File: config.mk
export PLATFORM = sky130hd
export DESIGN_NAME = matrix_scan_driver
export DESIGN_NICKNAME = d
export VERILOG_FILES = /design/src/rtl/matrix_scan_driver_pkg.sv /design/src/rtl/matrix_scan_driver_prescaler.sv /design/src/rtl/matrix_scan_driver.sv
export SDC_FILE = /design/constraint.sdc
export NUM_CORES = 1
export LEC_CHECK = 0
export CORE_ASPECT_RATIO = 0.9
export CORE_UTILIZATION = 40
export DETAILED_ROUTE_END_ITERATION = 8
export SLEW_MARGIN = 20
export SYNTH_ARGS = -nofsm -noshare
export SYNTH_HDL_FRONTEND = slang
export SYNTH_SLANG_ARGS = --single-unit
File: constraint.sdc
create_clock -name clk -period 2 [get_ports clk]
set_input_delay 0.4 -clock clk [delete_from_list [all_inputs] [get_ports clk]]
set_output_delay 0.4 -clock clk [all_outputs]
set_load 0.02 [all_outputs]
File: src/rtl/matrix_scan_driver_pkg.sv
// Shared definitions for the LED matrix scan driver: FSM state encoding,
// default geometry and a width helper for counters.
package matrix_scan_driver_pkg;

   typedef enum logic [1:0] {
      ST_BLANK = 2'd0,
      ST_LATCH = 2'd1,
      ST_SHOW  = 2'd2
   } scan_state_t;

   localparam int unsigned DEF_N_COLS = 5;
   localparam int unsigned DEF_N_ROWS = 7;

   // Counter width for a modulus n, never narrower than one bit
   function automatic int unsigned width_of(input int unsigned n);
      return (n > 1) ? $clog2(n) : 1;
   endfunction

endpackage

File: src/rtl/matrix_scan_driver_prescaler.sv
// Mod-DIV column prescaler: counts while i_run is high, clears otherwise,
// o_tc flags the last count of a running period.
module matrix_scan_driver_prescaler
   import matrix_scan_driver_pkg::*;
#(
   parameter int unsigned DIV = 1000
) (
   input  logic i_clk,
   input  logic i_reset,
   input  logic i_run,
   output logic o_tc
);

   localparam int unsigned PW = width_of(DIV);
   localparam logic [PW-1:0] LAST = PW'(DIV - 1);

   logic [PW-1:0] r_cnt;

   assign o_tc = i_run && (r_cnt == LAST);

   always_ff @(posedge i_clk) begin
      if (i_reset || !i_run || o_tc) begin
         r_cnt <= '0;
      end else begin
         r_cnt <= r_cnt + 1'b1;
      end
   end

endmodule

File: src/rtl/matrix_scan_driver.sv
// Column-multiplexed 7x5 LED matrix scan driver (BLANK -> LATCH -> SHOW per column).
// Optional blink map alternation enabled by defining MATRIX_SCAN_BLINK_EN.
module matrix_scan_driver
   import matrix_scan_driver_pkg::*;
#(
   parameter  int unsigned N_COLS       = DEF_N_COLS,
   parameter  int unsigned N_ROWS       = DEF_N_ROWS,
   parameter  int unsigned SCAN_DIV     = 1000,
   parameter  int unsigned BLINK_FRAMES = 50,
   localparam int unsigned CW           = width_of(N_COLS)
) (
   input  logic              clk,
   input  logic              reset,
   input  logic              enable,
   input  logic [N_ROWS-1:0] row_in,
   output logic [CW-1:0]     col_idx,
   output logic [N_COLS-1:0] col_n,
   output logic [N_ROWS-1:0] row,
   output logic              map_sel,
   output logic              frame_done
);

   if (SCAN_DIV < 1 || BLINK_FRAMES < 1) begin : g_bad_param
      $error("matrix_scan_driver: SCAN_DIV and BLINK_FRAMES must be >= 1");
   end

   scan_state_t       r_state;
   logic [CW-1:0]     r_col_idx;
   logic [N_COLS-1:0] r_col_n;
   logic [N_ROWS-1:0] r_row;
   logic              r_frame_done;
   logic              w_run;
   logic              w_tc;
   logic              w_last_col;
   logic              w_frame_end;

   assign w_run       = enable && (r_state == ST_SHOW);
   assign w_last_col  = (r_col_idx == CW'(N_COLS - 1));
   assign w_frame_end = w_tc && w_last_col;

   matrix_scan_driver_prescaler #(
      .DIV (SCAN_DIV)
   ) u_prescaler (
      .i_clk   (clk),
      .i_reset (reset),
      .i_run   (w_run),
      .o_tc    (w_tc)
   );

   // r_row doubles as the latched row pattern; it is zeroed whenever the column is dark
   always_ff @(posedge clk) begin
      if (reset || !enable) begin
         r_state      <= ST_BLANK;
         r_col_idx    <= '0;
         r_col_n      <= '1;
         r_row        <= '0;
         r_frame_done <= 1'b0;
      end else begin
         r_frame_done <= 1'b0;
         case (r_state)
            ST_BLANK: r_state <= ST_LATCH;
            ST_LATCH: begin
               r_state <= ST_SHOW;
               r_col_n <= ~(N_COLS'(1) << r_col_idx);
               r_row   <= row_in;
            end
            ST_SHOW: begin
               if (w_tc) begin
                  r_state      <= ST_BLANK;
                  r_col_n      <= '1;
                  r_row        <= '0;
                  r_col_idx    <= w_last_col ? '0 : r_col_idx + 1'b1;
                  r_frame_done <= w_last_col;
               end
            end
            default: r_state <= ST_BLANK;
         endcase
      end
   end

`ifdef MATRIX_SCAN_BLINK_EN
   localparam int unsigned FW = width_of(BLINK_FRAMES);

   logic [FW-1:0] r_frame_cnt;
   logic          r_map_sel;

   // Toggles on the same edge col_idx wraps, so every frame uses a single map
   always_ff @(posedge clk) begin
      if (reset) begin
         r_frame_cnt <= '0;
         r_map_sel   <= 1'b0;
      end else if (w_frame_end) begin
         if (r_frame_cnt == FW'(BLINK_FRAMES - 1)) begin
            r_frame_cnt <= '0;
            r_map_sel   <= ~r_map_sel;
         end else begin
            r_frame_cnt <= r_frame_cnt + 1'b1;
         end
      end
   end

   assign map_sel = r_map_sel;
`else
   assign map_sel = 1'b0;
`endif

   assign col_idx    = r_col_idx;
   assign col_n      = r_col_n;
   assign row        = r_row;
   assign frame_done = r_frame_done;

endmodule
==> flow_metrics.env <==
export IMPL_crit_path_end_kind="output pin"
export IMPL_grt_max_degree=18
export IMPL_start_util_pct=41.8
export IMPL_dieWidth_um=64.4
export IMPL_crit_start="col_idx[2]"
export IMPL_p_per_area_nw_per_um2=559
export IMPL_hold_buffers=0
export IMPL_holdWs_ns=0.469
export IMPL_dp_hpwl_um=2320
export IMPL_grt_use_total_pct=18.4
export IMPL_fp_row_count=20
export IMPL_num_vias=1243
export IMPL_coreArea_sq_um=3350
export IMPL_syn_nets=168
export IMPL_synthFlopType="dfxtp_1"
export IMPL_crit_chain="clkdlybuf4s50_1"
export IMPL_clk_insertion_delay_late_ns=0.27
export IMPL_p_seq_share_pct=59.4
export IMPL_yosysWarningCount=0
export IMPL_holdCritPathClass="reg2reg"
export IMPL_yosysTopAreaCellShare_pct=40.0
export IMPL_p_sw_share_pct=23.3
export IMPL_yosysTopAreaCell="dfxtp_1"
export IMPL_firstDrtPassIters=4
export IMPL_ir_drop_uv=209
export IMPL_status="finished clean"
export IMPL_postSynth_asyncResetShare_pct=0
export IMPL_worstSetupStartpointType="flop"
export IMPL_cts_root_buffer="clkbuf_8"
export IMPL_rsz0062_at_grt="false"
export IMPL_grt_pass1_vias=1153
export IMPL_yosysUniqueCellTypes=45
export IMPL_die_area_sq_um=3740
export IMPL_max_cap_viol_count=0
export IMPL_drt_vias_per_instance=5.62
export IMPL_path_class="reg2out"
export IMPL_clock_sinks=28
export IMPL_hold_violations=0
export IMPL_setup_violations=0
export IMPL_clockBufferDepth=2
export IMPL_comb_power_share_pct=9.5
export IMPL_first_iter_violations=50
export IMPL_antenna_found_initial=0
export IMPL_regToRegStartpoint="u_prescaler.r_cnt[0]"
export IMPL_wl_per_cell_um=14.3
export IMPL_cp_top_family="buffers and inverters"
export IMPL_syn_area_per_cell_sq_um=9.21
export IMPL_nets=195
export IMPL_period_needed_ns=1.82
export IMPL_layout_drive_gt1_share_pct=9.60
export IMPL_p_leak_nw=0.580
export IMPL_crit_required_ns=1.60
export IMPL_gr_total_overflow=0
export IMPL_post_cts_resized=0
export IMPL_hold_start="u_prescaler.r_cnt[0]"
export IMPL_cp_arrival_ns=1.42
export IMPL_cts_made_buffers=3
export IMPL_antenna_cells=0
export IMPL_maxSlewViolCount=0
export IMPL_final_cell_mix="28 x dfxtp_1, 25 x clkdlybuf4s50_1, 11 x nor2_1"
export IMPL_port_buffers=25
export IMPL_layout_commonest_cell="dfxtp_1"
export IMPL_areaGrowthSynthToFinish_pct=24.1
export IMPL_crit_buf_inv=1
export IMPL_finClkSkew_ns=0.00435
export IMPL_syn_inst=152
export IMPL_cts_clk_slew_worst_paths_ns=0.09
export IMPL_drt_total_wl_um=3170
export IMPL_syn_cell_area_sq_um=1400
export IMPL_cts_setup_buffers=0
export IMPL_synth_seq_cells=28
export IMPL_cp_slowest_stage_delay_ns=0.66
export IMPL_h_tree_depth=1
export IMPL_post_route_period_util_pct=91.2
export IMPL_route_detailed_drc=0
export IMPL_boundaryPins=27
export IMPL_regArea_sq_um=561
export IMPL_multiInputGateArea_sq_um=752
export IMPL_dieHeight_um=58.1
export IMPL_power_clock_fraction_pct=31.1
export IMPL_ant_nets=0
export IMPL_synth_edf_count=0
export IMPL_p_switching_mw=0.226
export IMPL_fin_setup_tns_ns=0
export IMPL_place_congestion=0.796
export IMPL_fill_cells=325
export IMPL_netlist_top_cells_area="dfxtp_1 40%, ha_1 5.4%, o221ai_1 4.4%"
export IMPL_slowest_stage="clkdlybuf4s50_1"
export IMPL_crit_fanout=9
export IMPL_grt_pass1_wl_um=5360
export IMPL_ys_seq_area_share_pct=40.0
export IMPL_internal_power_mw=0.745
export IMPL_fmax_mhz=548
export IMPL_cts_tree="done"
path summary, 6_finish.rpt:
check	endpoint	slack, ns	depth (start not counted)
worst max-delay path	col_idx[2]	0.18	1
worst min-delay path	u_prescaler.r_cnt[0]	0.47	1
worst max register to register	col_idx[0]	0.40	5
worst min register to register	u_prescaler.r_cnt[0]	0.47	1
state kept, by name, indices dropped and copies added, names as in the netlist:
signal,flops
r_state,2
col_n,5
frame_done,1
u_prescaler.r_cnt,10
col_idx,3
row,7
cell usage after synthesis, types with 2 or more instances:
library cell	n
o21ai_0	7
o211ai_1	7
nor2_1	11
xor2_1	4
nor3_1	5
or3_1	2
clkbuf_1	2
ha_1	6
nand2b_1	3
o22ai_1	7
inv_1	7
o221ai_1	7
nor4_1	2
nand2_1	6
buf_2	4
a2111oi_0	2
buf_4	2
dfxtp_1	28
a21oi_1	5
and3_1	2
o32ai_1	3
nor4_4	2
nand3_1	6
routing by layer:
metal | track usage [%] | routed length, um
met1 | 26.3 | 1650
met2 | 28.4 | 1360
met3 | 2.95 | 116
met4 | 5.71 | 36
met5 | 0 | 0
per-stage QoR:
| step | total power, mW | util [%] | cell area (sq um) | cells | setup WS [ns] |
|---|---|---|---|---|---|
| finish | 0.971 | 51.8 | 1740 | 221 | 0.176 |
| global route | 1.01 | 51.8 | 1740 | 221 | 0.116 |
| CTS | 0.986 | 51.8 | 1740 | 221 | 0.172 |
| detailed placement | 0.682 | 50.6 | 1700 | 218 | 0.0712 |
| global placement | 0.679 | 50.6 | 1700 | 218 | 0.110 |
| floorplan | 0.638 | - | 1400 | 152 | 0.466 |
cell families (layout without fill, tap and decap cells):
family / after synthesis / in the layout / synth area share, %
and+or+nand+nor: 50 / 50 / 23.0
AOI/OAI and AO/OA: 43 / 43 / 21.3
DFF: 28 / 28 / 40.0
xor gates and xnor gates: 5 / 5 / 3.13
muxes: 1 / 1 / 0.715
buffers and inverters: 18 / 43 / 6.26
adders and majority gates: 6 / 6 / 5.36
other: 1 / 1 / 0.268
power groups by stage:
| stage | registers [mW] | clock network, mW | logic [mW] |
|---|---|---|---|
| finish | 0.577 | 0.302 | 0.0927 |
| detailed placement | 0.589 | 0 | 0.0923 |
| global route | 0.578 | 0.334 | 0.101 |
| floorplan | 0.594 | 0 | 0.0432 |
| global placement | 0.589 | 0 | 0.0900 |
| CTS | 0.577 | 0.316 | 0.0927 |
layout make-up:
cell class	instances	share of cell area, %
multi-input cells	106	43.3
flip-flops and latches	28	32.3
repair buffers	31	17.0
well taps	44	3.17
clock buffers	3	2.38
inverters	9	1.94
No activity file was read; power rests on OpenSTA's default activity.
==> patch (same flow settings) <==
Add an input register stage for `enable` and `row_in`, without a reset; this delays them by one clock.
--- a/src/rtl/matrix_scan_driver.sv
+++ b/src/rtl/matrix_scan_driver.sv
@@ -20,6 +20,14 @@
    output logic              frame_done
 );
 
+   logic enable_q;
+   logic [N_ROWS-1:0] row_q;
+
+   always_ff @(posedge clk) begin
+      enable_q <= enable;
+      row_q    <= row_in;
+   end
+
    if (SCAN_DIV < 1 || BLINK_FRAMES < 1) begin : g_bad_param
       $error("matrix_scan_driver: SCAN_DIV and BLINK_FRAMES must be >= 1");
    end
@@ -34,7 +42,7 @@
    logic              w_last_col;
    logic              w_frame_end;
 
-   assign w_run       = enable && (r_state == ST_SHOW);
+   assign w_run       = enable_q && (r_state == ST_SHOW);
    assign w_last_col  = (r_col_idx == CW'(N_COLS - 1));
    assign w_frame_end = w_tc && w_last_col;
 
@@ -49,7 +57,7 @@
 
    // r_row doubles as the latched row pattern; it is zeroed whenever the column is dark
    always_ff @(posedge clk) begin
-      if (reset || !enable) begin
+      if (reset || !enable_q) begin
          r_state      <= ST_BLANK;
          r_col_idx    <= '0;
          r_col_n      <= '1;
@@ -62,7 +70,7 @@
             ST_LATCH: begin
                r_state <= ST_SHOW;
                r_col_n <= ~(N_COLS'(1) << r_col_idx);
-               r_row   <= row_in;
+               r_row   <= row_q;
             end
             ST_SHOW: begin
                if (w_tc) begin
Behaviour: not the same (a bounded check fails within 4 cycles, from zero or initial values).
==> patch against the unedited design <==
- core utilization grew 2.4 points
- critical path depth unchanged
- sequential share of layout area is 5.7 points higher
- final area is 9.2% higher
- sequential cell count increased by 8
- die area increased by 8.2%
- routed wire length decreased by 6.0%
- setup slack better by 0.060 ns
- power grew 41%
- synthesized area is 8.5% higher
- sequential power up 29%
- largest cell class unchanged
- critical path type unchanged
- first-iteration DRC count grew 12%
==> patch: results (changes against the unedited design) <==
[cts]
numCtsBuffers=5  ; was 3
htreeDepth=2  ; was 1
cts.clk_slew.worst_paths_ns=0.07  ; was 0.09 ns
worst_skew_pair.late_latency_ns=0.28

[yosys]
synth_cell_types=37  ; was 45
syn_nets=169  ; was 168
yosys-top-cells-area=dfxtp_1 (47%), mux2_2 (5.2%), ha_1 (4.9%), a21oi_1 (3.6%), a22oi_1 (3.5%)  ; was dfxtp_1 (40%), ha_1 (5.4%), o221ai_1 (4.4%), o211ai_1 (3.8%), o22ai_1 (3.1%)
synthTopCellsByCount=dfxtp_1 (36), nand2_1 (13), a21oi_1 (11), nor2_1 (10), nand3_1 (9)  ; was dfxtp_1 (28), nor2_1 (11)
seq_area_frac_synth_pct=47.4  ; was 40.0%

[pwr]
cellLeakagePower_nw=0.677  ; was 0.580 nW
peakVddDrop_v=0.000519  ; was 0.000209 V

[global_routing]
grt_max_degree=14  ; was 18
grtUsageTotal_pct=16.6  ; was 18.4%
grt_pass1_wl_mm=4.89  ; was 5.36 mm
grt_pass1_vias=1106  ; was 1153

[layout]
num-fill-cells=322  ; was 325
final_nets=197  ; was 195

[route]
avgRoutedWirePerCell_um=13.2  ; was 14.3 um

[placed_design]
dp_hpwl_mm=2.13  ; was 2.32 mm

[sta]
fin_skew_ns=0.00361  ; was 0.00435 ns
holdWs_ns=0.454  ; was 0.469 ns

[setup_path]
max_stage_delay_ns=0.64  ; was 0.66 ns
cp_top_family=buffers and inverters  ; unchanged
critPathMaxFanout=6  ; was 9
rrSetupSlack_ns=0.37  ; was 0.40 ns

[status]
outcome=finished clean  ; unchanged

patch: changes by cell type in the layout (fill, tap and decap cells not counted), moves of 4 or more:
cell	delta
a21oi_1	+6
a22oi_1	+6
dfxtp_1	+8
inv_1	-4
mux2_2	+7
nand2_1	+7
o211ai_1	-6
o221ai_1	-7
o22ai_1	-7
patch: metal layers:
metal,vias up,track usage (%),part of all wire [%]
li1,602,-,-
met4,0,8.21,1.4
met3,5,5.08,4.4
met1,527,20.9,47
met2,29,26.0,47
met5,-,0,0
patch: cell families after synthesis:
group	share of synthesized area (%)
AND/OR/NAND/NOR	21.1
flip-flops	47.4
AO/OA/AOI/OAI	14.9
buffers and inverters	3.29
multiplexers	5.19
adder cells (fa/ha/maj)	4.94
XOR/XNOR	2.88
other	0.247
patch: area by class of cell:
type	count	area [um2]	area share, %
sequential	36	721	38.0
tap	44	55.1	2.90
multi-input combinational	107	748	39.4
clock buffer	8	90.1	4.75
timing repair buffer	28	273	14.4
inverter	3	11.3	0.593
patch: final timing paths:
path / endpoint / depth (start not counted)
worst min register to register: u_prescaler.r_cnt[0] / 1
worst min-delay path: u_prescaler.r_cnt[0] / 1
worst max register to register: row[6] / 5
worst max-delay path: col_idx[2] / 1
patch: power by group:
part / leakage (nW) / internal (mW) / switching (mW)
clock network: 0.0455 / 0.281 / 0.244
logic: 0.338 / 0.0533 / 0.0451
registers: 0.294 / 0.734 / 0.0115
total: 0.677 / 1.07 / 0.300
patch: stage by stage:
| step | utilization (%) | instance area, um2 | std cells | setup WS, ns |
|---|---|---|---|---|
| 6_report | 54.2 | 1900 | 226 | 0.236 |
| 3_5_place_dp | 51.6 | 1810 | 218 | 0.355 |
| 5_1_grt | 54.2 | 1900 | 226 | 0.174 |
| 3_3_place_gp | 51.6 | 1810 | 218 | 0.383 |
| 2_1_floorplan | - | 1520 | 153 | 0.622 |
| 4_1_cts | 54.2 | 1900 | 226 | 0.217 |
